### src/rtl/reg_op_sequencer_pkg.sv
// Shared opcode, FunSel and state encodings for the register-bank command sequencer.
package reg_ctrl_pkg;

  localparam logic [2:0] OP_NOP   = 3'b000;
  localparam logic [2:0] OP_INC   = 3'b001;
  localparam logic [2:0] OP_DEC   = 3'b010;
  localparam logic [2:0] OP_CLR   = 3'b011;
  localparam logic [2:0] OP_LOADW = 3'b100;
  localparam logic [2:0] OP_MOVE  = 3'b101;
  localparam logic [2:0] OP_SWAP  = 3'b110;
  localparam logic [2:0] OP_ADDK  = 3'b111;

  // FunSel codes understood by the Register instances; 3'b111 is never used.
  localparam logic [2:0] FS_DEC   = 3'b000;
  localparam logic [2:0] FS_INC   = 3'b001;
  localparam logic [2:0] FS_LOAD  = 3'b010;
  localparam logic [2:0] FS_CLR   = 3'b011;
  localparam logic [2:0] FS_LOADL = 3'b100;
  localparam logic [2:0] FS_LOADH = 3'b110;

  typedef enum logic [1:0] {
    ST_IDLE   = 2'd0,
    ST_EXEC1  = 2'd1,
    ST_EXEC2  = 2'd2,
    ST_REPEAT = 2'd3
  } state_e;

endpackage

### src/rtl/reg_op_sequencer_if.sv
// Command handshake plus register-bank drive bundle between control unit, sequencer and bank.
interface reg_op_sequencer_if
  import reg_ctrl_pkg::*;
#(
  parameter int NREG  = 4,
  parameter int WIDTH = 16
);

  // Handshake: a command transfers on the rising edge where cmd_valid && cmd_ready are both 1;
  // cmd_* are ignored at every other edge, including all edges while busy is 1.
  logic                   cmd_valid;
  logic                   cmd_ready;
  logic [2:0]             cmd_op;
  logic [1:0]             cmd_dst;
  logic [1:0]             cmd_src;
  logic [WIDTH-1:0]       cmd_data;
  logic [NREG*WIDTH-1:0]  RegQ;
  logic [NREG-1:0]        RegE;
  logic [2:0]             FunSel;
  logic [WIDTH-1:0]       RegI;
  logic                   busy;
  logic                   done;
  state_e                 dbg_state;

  modport slave (
    input  cmd_valid, cmd_op, cmd_dst, cmd_src, cmd_data, RegQ,
    output cmd_ready, RegE, FunSel, RegI, busy, done, dbg_state
  );

  modport master (
    output cmd_valid, cmd_op, cmd_dst, cmd_src, cmd_data, RegQ,
    input  cmd_ready, RegE, FunSel, RegI, busy, done, dbg_state
  );

endinterface

### src/rtl/reg_op_sequencer_rep_counter.sv
// 4-bit loadable down-counter; last_o marks the final repeat cycle of an ADDK burst.
module rep_counter (
  input  logic       clk_i,
  input  logic       rst_ni,
  input  logic       load_i,
  input  logic [3:0] load_val_i,
  input  logic       dec_i,
  output logic [3:0] count_o,
  output logic       last_o
);

  logic [3:0] count_q;

  always_ff @(posedge clk_i or negedge rst_ni) begin
    if (!rst_ni) begin
      count_q <= 4'd0;
    end else if (load_i) begin
      count_q <= load_val_i;
    end else if (dec_i && (count_q != 4'd0)) begin
      count_q <= count_q - 4'd1;
    end
  end

  assign count_o = count_q;
  assign last_o  = (count_q == 4'd1);

endmodule

### src/rtl/reg_op_sequencer.sv
// Expands one accepted command into per-cycle RegE/FunSel/RegI drive for a shared-bus register bank.
module reg_op_sequencer
  import reg_ctrl_pkg::*;
#(
  parameter int NREG  = 4,
  parameter int WIDTH = 16
) (
  input  logic               Clock,
  input  logic               Reset,
  reg_op_sequencer_if.slave  bus
);

  typedef struct packed {
    logic [NREG-1:0]  e;
    logic [2:0]       fs;
    logic [WIDTH-1:0] i;
    logic             done;
  } drive_t;

  state_e           state_q, state_d;
  logic [2:0]       op_q, op_d;
  logic [1:0]       dst_q, dst_d, src_q, src_d;
  logic [WIDTH-1:0] data_q, data_d, sv_q, sv_d, dv_q, dv_d;
  drive_t           drv_q, drv_d;
  logic             busy_q, busy_d, ready_q, ready_d;
  logic             accept;
  logic [3:0]       rep_cnt;
  logic             rep_last;

  // Out-of-range indices simply produce no enable.
  function automatic logic [NREG-1:0] onehot(input logic [1:0] idx);
    logic [NREG-1:0] r;
    r = '0;
    for (int k = 0; k < NREG; k++) begin
      if (k == int'(idx)) r[k] = 1'b1;
    end
    return r;
  endfunction

  function automatic logic [WIDTH-1:0] pick(input logic [NREG*WIDTH-1:0] q, input logic [1:0] idx);
    logic [WIDTH-1:0] r;
    r = '0;
    for (int k = 0; k < NREG; k++) begin
      if (k == int'(idx)) r = q[k*WIDTH +: WIDTH];
    end
    return r;
  endfunction

  assign accept = bus.cmd_valid && ready_q;

  rep_counter u_rep_counter (
    .clk_i      (Clock),
    .rst_ni     (Reset),
    .load_i     (accept),
    .load_val_i (bus.cmd_data[3:0]),
    .dec_i      ((state_q == ST_EXEC1) || (state_q == ST_REPEAT)),
    .count_o    (rep_cnt),
    .last_o     (rep_last)
  );

  always_comb begin
    state_d = state_q;
    op_d    = op_q;
    dst_d   = dst_q;
    src_d   = src_q;
    data_d  = data_q;
    sv_d    = sv_q;
    dv_d    = dv_q;
    if (accept) begin
      op_d   = bus.cmd_op;
      dst_d  = bus.cmd_dst;
      src_d  = bus.cmd_src;
      data_d = bus.cmd_data;
      sv_d   = pick(bus.RegQ, bus.cmd_src);
      dv_d   = pick(bus.RegQ, bus.cmd_dst);
    end

    unique case (state_q)
      ST_IDLE:   if (accept) state_d = ST_EXEC1;
      ST_EXEC1: begin
        if ((op_q == OP_LOADW) || (op_q == OP_SWAP))           state_d = ST_EXEC2;
        else if ((op_q == OP_ADDK) && (data_q[3:0] >= 4'd2))  state_d = ST_REPEAT;
        else                                                  state_d = ST_IDLE;
      end
      ST_EXEC2:  state_d = ST_IDLE;
      ST_REPEAT: if (rep_last) state_d = ST_IDLE;
      default:   state_d = ST_IDLE;
    endcase

    busy_d  = (state_d != ST_IDLE);
    ready_d = (state_d == ST_IDLE);

    // Outputs are registered, so decode the cycle we are about to enter.
    drv_d.e    = '0;
    drv_d.fs   = FS_LOAD;
    drv_d.i    = '0;
    drv_d.done = 1'b0;
    unique case (state_d)
      ST_EXEC1: begin
        unique case (op_d)
          OP_NOP: drv_d.done = 1'b1;
          OP_INC: begin drv_d.e = onehot(dst_d); drv_d.fs = FS_INC; drv_d.done = 1'b1; end
          OP_DEC: begin drv_d.e = onehot(dst_d); drv_d.fs = FS_DEC; drv_d.done = 1'b1; end
          OP_CLR: begin drv_d.e = onehot(dst_d); drv_d.fs = FS_CLR; drv_d.done = 1'b1; end
          OP_LOADW: begin
            drv_d.e  = onehot(dst_d);
            drv_d.fs = FS_LOADL;
            drv_d.i  = {8'h00, data_d[7:0]};
          end
          OP_MOVE: begin
            drv_d.e    = onehot(dst_d);
            drv_d.i    = sv_d;
            drv_d.done = 1'b1;
          end
          OP_SWAP: begin
            drv_d.e = onehot(dst_d);
            drv_d.i = sv_d;
          end
          OP_ADDK: begin
            if (data_d[3:0] != 4'd0) begin
              drv_d.e  = onehot(dst_d);
              drv_d.fs = FS_INC;
            end
            drv_d.done = (data_d[3:0] <= 4'd1);
          end
          default: drv_d.done = 1'b1;
        endcase
      end
      ST_EXEC2: begin
        drv_d.done = 1'b1;
        if (op_d == OP_LOADW) begin
          drv_d.e  = onehot(dst_d);
          drv_d.fs = FS_LOADH;
          drv_d.i  = {8'h00, data_d[15:8]};
        end else begin
          drv_d.e = onehot(src_d);
          drv_d.i = dv_d;
        end
      end
      ST_REPEAT: begin
        // The counter decrements on this edge, so a current count of 2 means the next cycle is last.
        drv_d.e    = onehot(dst_d);
        drv_d.fs   = FS_INC;
        drv_d.done = (rep_cnt == 4'd2);
      end
      default: ;
    endcase
    if (drv_d.e == '0) drv_d.fs = FS_LOAD;
  end

  always_ff @(posedge Clock or negedge Reset) begin
    if (!Reset) begin
      state_q    <= ST_IDLE;
      op_q       <= OP_NOP;
      dst_q      <= 2'd0;
      src_q      <= 2'd0;
      data_q     <= '0;
      sv_q       <= '0;
      dv_q       <= '0;
      drv_q.e    <= '0;
      drv_q.fs   <= FS_LOAD;
      drv_q.i    <= '0;
      drv_q.done <= 1'b0;
      busy_q     <= 1'b0;
      ready_q    <= 1'b0;
    end else begin
      state_q <= state_d;
      op_q    <= op_d;
      dst_q   <= dst_d;
      src_q   <= src_d;
      data_q  <= data_d;
      sv_q    <= sv_d;
      dv_q    <= dv_d;
      drv_q   <= drv_d;
      busy_q  <= busy_d;
      ready_q <= ready_d;
    end
  end

  assign bus.cmd_ready = ready_q;
  assign bus.RegE      = drv_q.e;
  assign bus.FunSel    = drv_q.fs;
  assign bus.RegI      = drv_q.i;
  assign bus.busy      = busy_q;
  assign bus.done      = drv_q.done;
  assign bus.dbg_state = state_q;

endmodule

### src/flat_wrapper.sv
// flat-port wrapper written by rule: the top's interface ports become plain ports
module reg_op_sequencer_flat import reg_ctrl_pkg::*;
#(
  parameter int NREG  = 4,
  parameter int WIDTH = 16
)
  (Clock, Reset, bus_cmd_valid, bus_cmd_op, bus_cmd_dst, bus_cmd_src, bus_cmd_data, bus_RegQ, bus_cmd_ready, bus_RegE, bus_FunSel, bus_RegI, bus_busy, bus_done, bus_dbg_state);
  reg_op_sequencer_if #(.NREG(NREG), .WIDTH(WIDTH)) bus_i ();
  input  logic Clock;
  input  logic Reset;
  input wire logic [$bits(bus_i.cmd_valid)-1:0] bus_cmd_valid;
  input wire logic [$bits(bus_i.cmd_op)-1:0] bus_cmd_op;
  input wire logic [$bits(bus_i.cmd_dst)-1:0] bus_cmd_dst;
  input wire logic [$bits(bus_i.cmd_src)-1:0] bus_cmd_src;
  input wire logic [$bits(bus_i.cmd_data)-1:0] bus_cmd_data;
  input wire logic [$bits(bus_i.RegQ)-1:0] bus_RegQ;
  output wire logic [$bits(bus_i.cmd_ready)-1:0] bus_cmd_ready;
  output wire logic [$bits(bus_i.RegE)-1:0] bus_RegE;
  output wire logic [$bits(bus_i.FunSel)-1:0] bus_FunSel;
  output wire logic [$bits(bus_i.RegI)-1:0] bus_RegI;
  output wire logic [$bits(bus_i.busy)-1:0] bus_busy;
  output wire logic [$bits(bus_i.done)-1:0] bus_done;
  output wire logic [$bits(bus_i.dbg_state)-1:0] bus_dbg_state;
  assign bus_i.cmd_valid = bus_cmd_valid;
  assign bus_i.cmd_op = bus_cmd_op;
  assign bus_i.cmd_dst = bus_cmd_dst;
  assign bus_i.cmd_src = bus_cmd_src;
  assign bus_i.cmd_data = bus_cmd_data;
  assign bus_i.RegQ = bus_RegQ;
  assign bus_cmd_ready = bus_i.cmd_ready;
  assign bus_RegE = bus_i.RegE;
  assign bus_FunSel = bus_i.FunSel;
  assign bus_RegI = bus_i.RegI;
  assign bus_busy = bus_i.busy;
  assign bus_done = bus_i.done;
  assign bus_dbg_state = bus_i.dbg_state;
  reg_op_sequencer #(.NREG(NREG), .WIDTH(WIDTH)) u_core (.Clock(Clock), .Reset(Reset), .bus(bus_i));
endmodule
### config.mk
export PLATFORM = sky130hd
export DESIGN_NAME = reg_op_sequencer_flat
export DESIGN_NICKNAME = d
export VERILOG_FILES = /design/src/rtl/reg_op_sequencer_pkg.sv /design/src/rtl/reg_op_sequencer_if.sv /design/src/rtl/reg_op_sequencer_rep_counter.sv /design/src/rtl/reg_op_sequencer.sv /design/src/flat_wrapper.sv
export SDC_FILE = /design/constraint.sdc
export NUM_CORES = 1
export LEC_CHECK = 0
export CAP_MARGIN = 20
export CORE_MARGIN = 5
export CORE_UTILIZATION = 36
export CTS_CLUSTER_SIZE = 20
export DETAILED_ROUTE_END_ITERATION = 10
export PLACE_DENSITY = 0.65
export SETUP_SLACK_MARGIN = 0.4
export SKIP_LAST_GASP = 1
export SLEW_MARGIN = 20
export SYNTH_ARGS = -nofsm -noshare
export SYNTH_HDL_FRONTEND = slang
export SYNTH_HIERARCHICAL = 1
export SYNTH_SLANG_ARGS = --single-unit
### constraint.sdc
create_clock -name Clock -period 2.5 [get_ports Clock]
set_input_delay 0.25 -clock Clock [delete_from_list [all_inputs] [get_ports Clock]]
set_output_delay 0.25 -clock Clock [all_outputs]
set_load 0.05 [all_outputs]
==> results.tsv, run 1 <==
metric	value	unit
Leak Pwr	0.00298	µW
Power Density	973	mW/mm²
FF-to-FF End	u_core/bus.RegE[3]$_DFF_PN0_	
Highest Clock Rate	0.428	GHz
reg-to-reg setup timing slack	0.16	ns
Final Setup Violations	0	
Clock Latency Late Sink	0.34	ns
post-synthesis sequential area ratio	0.433	
WP depth	11	
Fill cells	1221	
WS Path Type	reg -> reg	
slowest CP cell	dfrtp_1	
drt via density	5.45	
starting density of the core	0.365	
Gate Count Post-Synth	435	
CTS tree	yes	
post-synthesis cell area	0.00503	mm²
crit-path max cell delay	0.39	ns
Async SR Flop Fraction	1.00	
CTS root buffer	clkbuf_16	
Peak VDD IR	0.615	mV
Sequential Area	0.00218	mm²
Boundary Pins	118	
Slew headroom	0.605	
Post-Route WL	14.6	mm
Die Ht	128	µm
layout cells sized above 1	0.252	
# clock sinks	87	
commonest non-fill, non-tap cell in the layout	clkdlybuf4s50_1	
crit-path max FO	5	
MaxCap Viol Count	0	
vias	4118	
clock transition at the registers of the reported paths	0.06	ns
Final Power	6880	µW
GRT Util Overall	0.179	
Die ar.	0.0164	mm²
critical path, cell by cell	inv_2, ha_4, nor3b_4, nor2b_2, o21ai_2, o31a_1, ha_2, a21bo_4, o221ai_4, a31oi_1, a221oi_1	
largest net degree at the start of global routing	56	
ANT nets after route	0	
ANT cells	0	
Area growth syn-to-layout	40.7	%
r2r startpoint	u_core/u_rep_counter/count_o[1]$_DFFE_PN0P_	
Yosys warning total	6	
run status	finished clean	
syn avg cell area	11.6	µm²
area of the multi-input gates	0.00271	mm²
worst min path class	in -> async	
Worst Path Required	2.74	ns
vias in the first global route	4410	
worst r2r path cells	11	
total grt overflow	0	
syn nets	531	
slew at the pin closest to its max-slew limit	0.591	ns
CP Data Arrival Time	2.57	ns
max-slew violations	0	
drt pass-1 iters	4	
initial antenna violation count	0	
Final Hold Vio Count	0	
Iter 0 DRT Violations	207	
CTS H-tree lvls	3	
CTS max path bufs	2	
global-route wire length before repair	23.4	mm
Worst setup EP type	register	
top_reg_cell synth	dfrtp_1	
GP Congestion	0.855	
row count	43	
number of synthesized flops with an enable pin	0	
CP Launch Type	register	
WP buf/inv	1	
Unique masters post-synth	67	
Hold Worst Slack	0.419	ns
Final period util	0.934	
Core ar.	0.0138	mm²
clock period minus worst slack	2.34	ns
HPWL after detailed placement	10.7	mm
Worst Skew	0.00676	ns
fin nets	667	
Die W	128	µm
DRC viols	0	
Num CTS Buffers	9	
commonest cells after routing, fill and taps aside	clkdlybuf4s50_1 (115), nand2_1 (89), dfrtp_1 (85), buf_4 (34), mux4_2 (29)	
wire length per cell	19.3	µm
RSZ-0062 raised after global routing	yes	
count of input and output buffers	117	
Largest delay share family, worst path	compound AO/OA/AOI/OAI gates	
Seq cells post-synth	87	
## stage by stage
step           instance area (µm²)  setup WS (ns)   util  cells  setup TNS, ns
2_1_floorplan                 5110        -0.0108      -    435        -0.0108
3_3_place_gp                  6460         0.0750  0.469    723              0
3_5_place_dp                  6460       -0.00372  0.469    723       -0.00372
4_1_cts                       7000          0.180  0.508    751              0
5_1_grt                       7080         0.0327  0.514    755              0
6_report                      7080          0.165  0.514    755              0
## cells by family (layout without fill, tap and decap cells)
kind of cell    after synthesis  in the layout  synth area share
compound gates               87             87             0.147
xor+xnor                      4              4           0.00696
fa+ha+maj                     6              6            0.0149
buf+inv                      46            186            0.0527
flops                        87             87             0.433
mux                          61             61             0.205
simple gates                144            144             0.141
## cells in the mapped netlist, types with 3 or more instances
library cell | n | area, µm²
ha_1 | 6 | 75.1
nand2_1 | 91 | 342
nor3b_1 | 5 | 37.5
o221ai_1 | 4 | 35.0
a22o_1 | 13 | 114
a221oi_1 | 4 | 35.0
dfrtp_1 | 86 | 2150
a221o_1 | 6 | 60.1
clkbuf_1 | 5 | 18.8
nand4_1 | 5 | 31.3
a31oi_1 | 8 | 50.1
o21ai_0 | 3 | 15.0
nand3_1 | 14 | 70.1
and3_1 | 3 | 18.8
a21oi_1 | 11 | 55.1
a22oi_1 | 4 | 30.0
buf_6 | 7 | 78.8
buf_2 | 17 | 85.1
buf_4 | 5 | 37.5
mux4_2 | 29 | 653
xnor2_1 | 3 | 26.3
nor2_1 | 6 | 22.5
inv_1 | 10 | 37.5
mux2i_1 | 9 | 90.1
a211o_1 | 5 | 43.8
nor3_1 | 3 | 15.0
a21bo_2 | 3 | 30.0
mux2_2 | 17 | 191
o211ai_1 | 4 | 30.0
mux2_4 | 5 | 75.1
## area by class of cell
| class | instances | area share |
|---|---|---|
| clock inverters | 5 | 0.0150 |
| well taps | 180 | 0.0318 |
| clock buffers | 10 | 0.0338 |
| repair buffers | 160 | 0.223 |
| inverters | 11 | 0.00583 |
| multi-input cells | 302 | 0.383 |
| flip-flops and latches | 87 | 0.308 |
## metal layers
| layer | track usage | part of all wire | wire (µm) | vias up |
|---|---|---|---|---|
| li1 | - | - | - | 1901 |
| met5 | 0 | 0 | 0 | - |
| met4 | 0.0562 | 0.017 | 246 | 0 |
| met1 | 0.242 | 0.43 | 6330 | 2042 |
| met3 | 0.0321 | 0.067 | 974 | 22 |
| met2 | 0.291 | 0.48 | 7010 | 153 |
## state kept, by name, summed over array words and instances (netlist names)
| name | cells |
|---|---|
| u_core/bus.dbg_state | 2 |
| u_core/bus.busy | 1 |
| u_core/op_q | 3 |
| u_core/bus.done | 1 |
| u_core/bus.FunSel | 3 |
| u_core/bus.RegE | 4 |
| u_core/sv_q | 16 |
| u_core/dst_q | 2 |
| u_core/dv_q | 16 |
| u_core/src_q | 2 |
| u_core/bus.RegI | 16 |
| u_core/data_q | 16 |
| u_core/bus.cmd_ready | 1 |
| u_core/u_rep_counter/count_o | 4 |
## repair_timing
| action | CTS | global route |
|---|---|---|
| setup buffers | 11 | 4 |
| hold endpoints to repair | 32 | 0 |
| cloned | 1 | 0 |
| hold buffers | 1 | 0 |
| pin swaps | 8 | 6 |
| setup endpoints to repair | 25 | 26 |
| gates resized for setup | 18 | 11 |
## power breakdown
| part | total (µW) | switching, µW | internal (µW) |
|---|---|---|---|
| registers | 2190 | 289 | 1900 |
| logic | 3150 | 1710 | 1450 |
| clock network | 1540 | 544 | 999 |
| total | 6880 | 2540 | 4340 |
## worst max-delay path by stage
stage | startpoint | endpoint | slack [ns]
2_1_floorplan | u_core/bus.cmd_ready$_DFF_PN0_ | u_core/bus.RegI[4]$_DFF_PN0_ | -0.01
3_3_place_gp | u_core/data_q[3]$_DFF_PN0_ | u_core/bus.RegE[2]$_DFF_PN0_ | 0.07
3_5_place_dp | u_core/data_q[3]$_DFF_PN0_ | u_core/bus.RegE[0]$_DFF_PN0_ | -0.004
4_1_cts | u_core/u_rep_counter/count_o[1]$_DFFE_PN0P_ | u_core/bus.RegE[0]$_DFF_PN0_ | 0.18
5_1_grt | u_core/u_rep_counter/count_o[1]$_DFFE_PN0P_ | u_core/bus.RegE[1]$_DFF_PN0_ | 0.03
6_report | u_core/u_rep_counter/count_o[1]$_DFFE_PN0P_ | u_core/bus.RegE[3]$_DFF_PN0_ | 0.16
No activity file was read; power rests on OpenSTA's default activity.
==> run 2, diff against run 1 <==
--- a/config.mk
+++ b/config.mk
@@ -11,6 +11,7 @@
 export CTS_CLUSTER_SIZE = 20
 export DETAILED_ROUTE_END_ITERATION = 10
 export PLACE_DENSITY = 0.65
+export REMOVE_ABC_BUFFERS = 1
 export SETUP_SLACK_MARGIN = 0.4
 export SKIP_LAST_GASP = 1
 export SLEW_MARGIN = 20
==> run 2 against run 1 <==
  * Combinational power rose by 4%
  * Cell count grew 0.93%
  * Setup slack improved by 0.031 ns
  * First-iteration DRC count increased by 15%
  * Die area unchanged
  * Count of clock-buffer cells in the layout unchanged
  * Maximum frequency rose by 1.4%
  * Flip-flop and latch count unchanged
  * Critical path type unchanged
  * Highest routed layer unchanged
==> results.tsv, run 2 (synthesis results as in run 1) <==
metric	value	unit
run status	finished clean	
largest net degree at the start of global routing	54	
Die ar.	0.0164	mm²
Sw Ratio	0.385	
WS Path Type	reg -> reg	
Fill cells	1254	
Final period util	0.922	
pre-CTS WS	-0.123	ns
max-slew violations	0	
area of the multi-input gates	0.00275	mm²
Clock Latency Late Sink	0.34	ns
Iter 0 DRT Violations	239	
GP Congestion	0.884	
Area growth syn-to-layout	41.5	%
logic gate share of total power	0.487	
Slew headroom	0.639	
fin nets	674	
Worst setup EP type	register	
row count	43	
clock period minus worst slack	2.30	ns
reg-to-reg setup timing slack	0.20	ns
global-route wire length before repair	24.2	mm
Final Setup Violations	0	
commonest cells after routing, fill and taps aside	clkdlybuf4s50_1 (114), nand2_1 (88), dfrtp_1 (86), buf_4 (40), mux4_2 (29)	
clock transition at the registers of the reported paths	0.06	ns
Final Hold Vio Count	0	
internal power	4150	µW
vias in the first global route	4549	
Post-Route WL	15.2	mm
GRT Util Overall	0.186	
Worst Skew	0.00873	ns
worst r2r path cells	13	
ANT nets after route	0	
Core ar.	0.0138	mm²
CTS H-tree lvls	3	
CP Launch Type	register	
Sequential Area	0.00218	mm²
layout cells sized above 1	0.268	
Highest Clock Rate	0.434	GHz
NetSw	2600	µW
ANT cells	0	
vias	4196	
drt pass-1 iters	4	
drt via density	5.51	
commonest non-fill, non-tap cell in the layout	clkdlybuf4s50_1	
RSZ-0062 raised after global routing	yes	
Num CTS Buffers	9	
Power Density	948	mW/mm²
starting density of the core	0.365	
total grt overflow	0	
Setup WS post-layout	0.196	ns
count of input and output buffers	117	
Leak Pwr	0.00302	µW
CTS tree	yes	
wire length per cell	19.9	µm
CTS max path bufs	2	
Clock power frac	0.194	
DRC viols	0	
Boundary Pins	118	
CTS root buffer	clkbuf_16	
HPWL after detailed placement	11.2	mm
# clock sinks	87	
Peak VDD IR	0.575	mV
Worst Path Required	2.72	ns
worst min path class	in -> async	
Post-Route Utilization	0.517	
CP Data Arrival Time	2.52	ns
crit-path max FO	4	
initial antenna violation count	0	
Flop pwr share	0.319	
Die W	128	µm
slew at the pin closest to its max-slew limit	0.540	ns
Die Ht	128	µm
MaxCap Viol Count	0	
-- run 2: routing by layer --
metal  part of all wire  track usage  routed length [µm]
met1               0.43        0.245                6530
met2               0.49        0.310                7360
met3              0.076       0.0438                1150
met4             0.0081       0.0456                 123
met5                  0            0                   0
-- run 2: worst paths after layout --
check	startpoint	endpoint
setup reg to reg	u_core/u_rep_counter/count_o[1]$_DFFE_PN0P_	u_core/bus.RegI[4]$_DFF_PN0_
min in group Clock	u_core/dv_q[8]$_DFF_PN0_	u_core/dv_q[8]$_DFF_PN0_
max in group asynchronous	Reset	u_core/u_rep_counter/count_o[0]$_DFFE_PN0P_
hold / removal	Reset	u_core/dst_q[1]$_DFF_PN0_
hold reg to reg	u_core/dv_q[8]$_DFF_PN0_	u_core/dv_q[8]$_DFF_PN0_
setup / recovery	u_core/u_rep_counter/count_o[1]$_DFFE_PN0P_	u_core/bus.RegI[4]$_DFF_PN0_
-- run 2: worst max-delay path, stage by stage (launching register included) --
cell and delay (ns):
dfrtp_1 0.39, inv_2 0.08, ha_4 0.12, nor3b_4 0.18, nor2b_2 0.08, o21ai_2 0.13, o31a_1 0.23, buf_4 0.15
ha_4 0.20, buf_6 0.13, nand2_4 0.07, buf_6 0.12, a21oi_1 0.04, a221o_1 0.26
-- run 2: power groups by stage --
stage	registers [µW]	logic, µW	clock network [µW]
floorplan	2420	1450	0
global placement	2120	2830	0
detailed placement	2130	2880	0
CTS	2140	3200	1340
global route	2200	3530	1400
finish	2150	3280	1310
-- run 2: layout make-up --
class | instances | share of cell area
Clock buffer | 10 | 0.0322
Clock inverter | 5 | 0.00844
Inverter | 11 | 0.00580
Multi-Input combinational cell | 302 | 0.386
Sequential cell | 87 | 0.306
Tap cell | 180 | 0.0316
Timing Repair Buffer | 167 | 0.230
-- run 2: through the flow --
step                      instance area [µm²]  instances  hold slack, ns  TNS [ns]  power [µW]
after floorplan                          4810        400         -0.0456    -10.87        3870
after global placement                   6520        736           0.235    -0.335        4950
after detailed placement                 6520        736           0.242     -1.23        5020
after CTS                                7070        760           0.450         0        6680
after global routing                     7120        762           0.488         0        7130
final                                    7120        762           0.451         0        6750
-- run 2: timing repair --
item,in CTS,in global routing
setup endpoints to repair,25,23
gates cloned,1,0
hold buffers,1,0
buffers inserted,7,2
pin swaps,17,6
gates resized for setup,42,6
hold endpoints to repair,33,0
==> run 3, diff against run 2 <==
--- a/config.mk
+++ b/config.mk
@@ -8,8 +8,9 @@
 export CAP_MARGIN = 20
 export CORE_MARGIN = 5
 export CORE_UTILIZATION = 36
-export CTS_CLUSTER_SIZE = 20
+export CTS_CLUSTER_SIZE = 40
 export DETAILED_ROUTE_END_ITERATION = 10
+export GPL_TIMING_DRIVEN = 0
 export PLACE_DENSITY = 0.65
 export REMOVE_ABC_BUFFERS = 1
 export SETUP_SLACK_MARGIN = 0.4
==> run 3 against run 2 <==
  * Clock power is 7% higher
  * Cell count down 2.5%
  * Total power decreased by 0.63%
  * Sequential share of layout area grew 0.83 points
  * Critical path type unchanged
  * Combinational power shrank 6.4%
  * Core utilization down 1.3 points
  * Largest power group unchanged
==> results.tsv, run 3 (synthesis results as in run 1) <==
metric	value	unit
run status	finished clean	
worst min path class	in -> async	
Placed Cells	698	
Slew headroom	0.330	
total grt overflow	0	
drt pass-1 iters	4	
CP Launch Type	register	
drt via density	5.48	
max-slew violations	0	
ANT cells	0	
Worst setup EP type	register	
CTS tree	yes	
slew at the pin closest to its max-slew limit	1.01	ns
Die ar.	0.0164	mm²
Setup WS post-layout	0.131	ns
HPWL after detailed placement	9.68	mm
DRC viols	0	
Leak Pwr	0.00290	µW
worst r2r path cells	11	
Final period util	0.948	
initial antenna violation count	0	
global-route wire length before repair	22.7	mm
GP Congestion	0.828	
launch point of the worst path	u_core/u_rep_counter/count_o[1]$_DFFE_PN0P_	
fin nets	654	
Post-DP Area	0.00621	mm²
largest net degree at the start of global routing	58	
Boundary Pins	118	
RSZ-0062 raised after global routing	yes	
ANT nets after route	0	
Peak VDD IR	0.508	mV
Highest Clock Rate	0.422	GHz
Core ar.	0.0138	mm²
Post-Route WL	14.5	mm
commonest non-fill, non-tap cell in the layout	clkdlybuf4s50_1	
CTS root buffer	clkbuf_16	
Fill cells	1246	
Final Hold Vio Count	0	
Num CTS Buffers	9	
starting density of the core	0.365	
critical path, cell by cell	inv_2, ha_4, nor3b_4, nor2b_2, o21ai_2, o31a_1, ha_4, a21bo_4, o221ai_4, a31oi_2, a221oi_2	
clock transition at the registers of the reported paths	0.07	ns
commonest cells after routing, fill and taps aside	clkdlybuf4s50_1 (111), nand2_1 (90), dfrtp_1 (84), mux4_2 (29), buf_4 (26)	
WS Path Type	reg -> reg	
wire length per cell	19.6	µm
Iter 0 DRT Violations	250	
crit-path max cell delay	0.39	ns
crit-path max FO	4	
Power Density	965	mW/mm²
Area growth syn-to-layout	38.1	%
pre-CTS WS	-1.91	ns
CP Data Arrival Time	2.58	ns
# clock sinks	87	
vias	4074	
Final Setup Violations	0	
CTS H-tree lvls	3	
fin cells	743	
MaxCap Viol Count	0	
Die Ht	128	µm
count of input and output buffers	117	
Post-Route Utilization	0.504	
Clock Latency Late Sink	0.34	ns
Worst Path Required	2.71	ns
vias in the first global route	4337	
row count	43	
r2r startpoint	u_core/u_rep_counter/count_o[1]$_DFFE_PN0P_	
Die W	128	µm
critical path's most frequent cell	ha_4	
layout cells sized above 1	0.250	
slowest CP cell	dfrtp_1	
Worst Skew	0.0102	ns
clock period minus worst slack	2.37	ns
CTS max path bufs	2	
GRT Util Overall	0.175	
final instance area	0.00695	mm²
## run 3: cell types whose count changed in the layout (fill, tap and decap cells not counted), moves of 2 or more
cell,change
inv_6,+2
ha_4,+2
buf_4,-14
inv_8,+2
a21oi_2,-2
buf_12,-2
a21oi_1,+2
clkdlybuf4s50_1,-3
dfrtp_1,-2
buf_2,+2
nand2_1,+2
buf_6,-4
## run 3: critical path, delay by kind of cell (launching register included)
kind	cells	cell delay, ns
AO/OA/AOI/OAI	6	1.22
flip-flops	1	0.39
adder cells (fa/ha/maj)	2	0.30
AND/OR/NAND/NOR	2	0.26
buffers and inverters	1	0.08
## run 3: layout make-up
class                      instances  area (µm²)  share of cell area
multi-input combinational        303        2760               0.398
sequential                        87        2180               0.314
timing repair buffer             146        1410               0.203
clock buffer                      10         239              0.0344
tap                              180         225              0.0324
clock inverter                     6        75.1              0.0108
inverter                          11        48.8             0.00703
## run 3: what timing repair did
item,4_1_cts,5_1_grt
setup endpoints to repair,69,27
cloned,1,0
buffers inserted,20,7
resized for setup,41,5
hold endpoints to repair,41,0
hold buffers,1,0
pin swaps,8,8
## run 3: per-layer routing
layer  up-vias  track usage  wire, µm
li1       1874            -         -
met1      2035        0.244      6510
met2       152        0.271      6760
met3        13       0.0450      1130
met4         0       0.0468       139
met5         -            0         0
## run 3: where the power goes
part / total (µW) / internal (µW) / switching, µW
sequential: 2230 / 1900 / 331
clock: 1400 / 818 / 584
combinational: 3070 / 1380 / 1690
## run 3: metrics by stage
| step | hold slack [ns] | power [µW] | TNS, ns |
|---|---|---|---|
| after floorplan | -0.0456 | 3870 | -10.87 |
| after global placement | 0.453 | 4640 | -215.71 |
| after detailed placement | 0.289 | 4720 | -56.86 |
| after CTS | 0.476 | 6580 | 0 |
| after global routing | 0.498 | 7060 | 0 |
| final | 0.474 | 6700 | 0 |
## run 3: worst paths after layout
path / end / slack, ns
max: u_core/bus.RegE[0]$_DFF_PN0_ / 0.13
min: u_core/sv_q[11]$_DFF_PN0_ / 0.47
max reg2reg: u_core/bus.RegE[0]$_DFF_PN0_ / 0.13
min reg2reg: u_core/dv_q[9]$_DFF_PN0_ / 0.47
max in group asynchronous: u_core/u_rep_counter/count_o[0]$_DFFE_PN0P_ / 1.37
min in group Clock: u_core/dv_q[9]$_DFF_PN0_ / 0.47
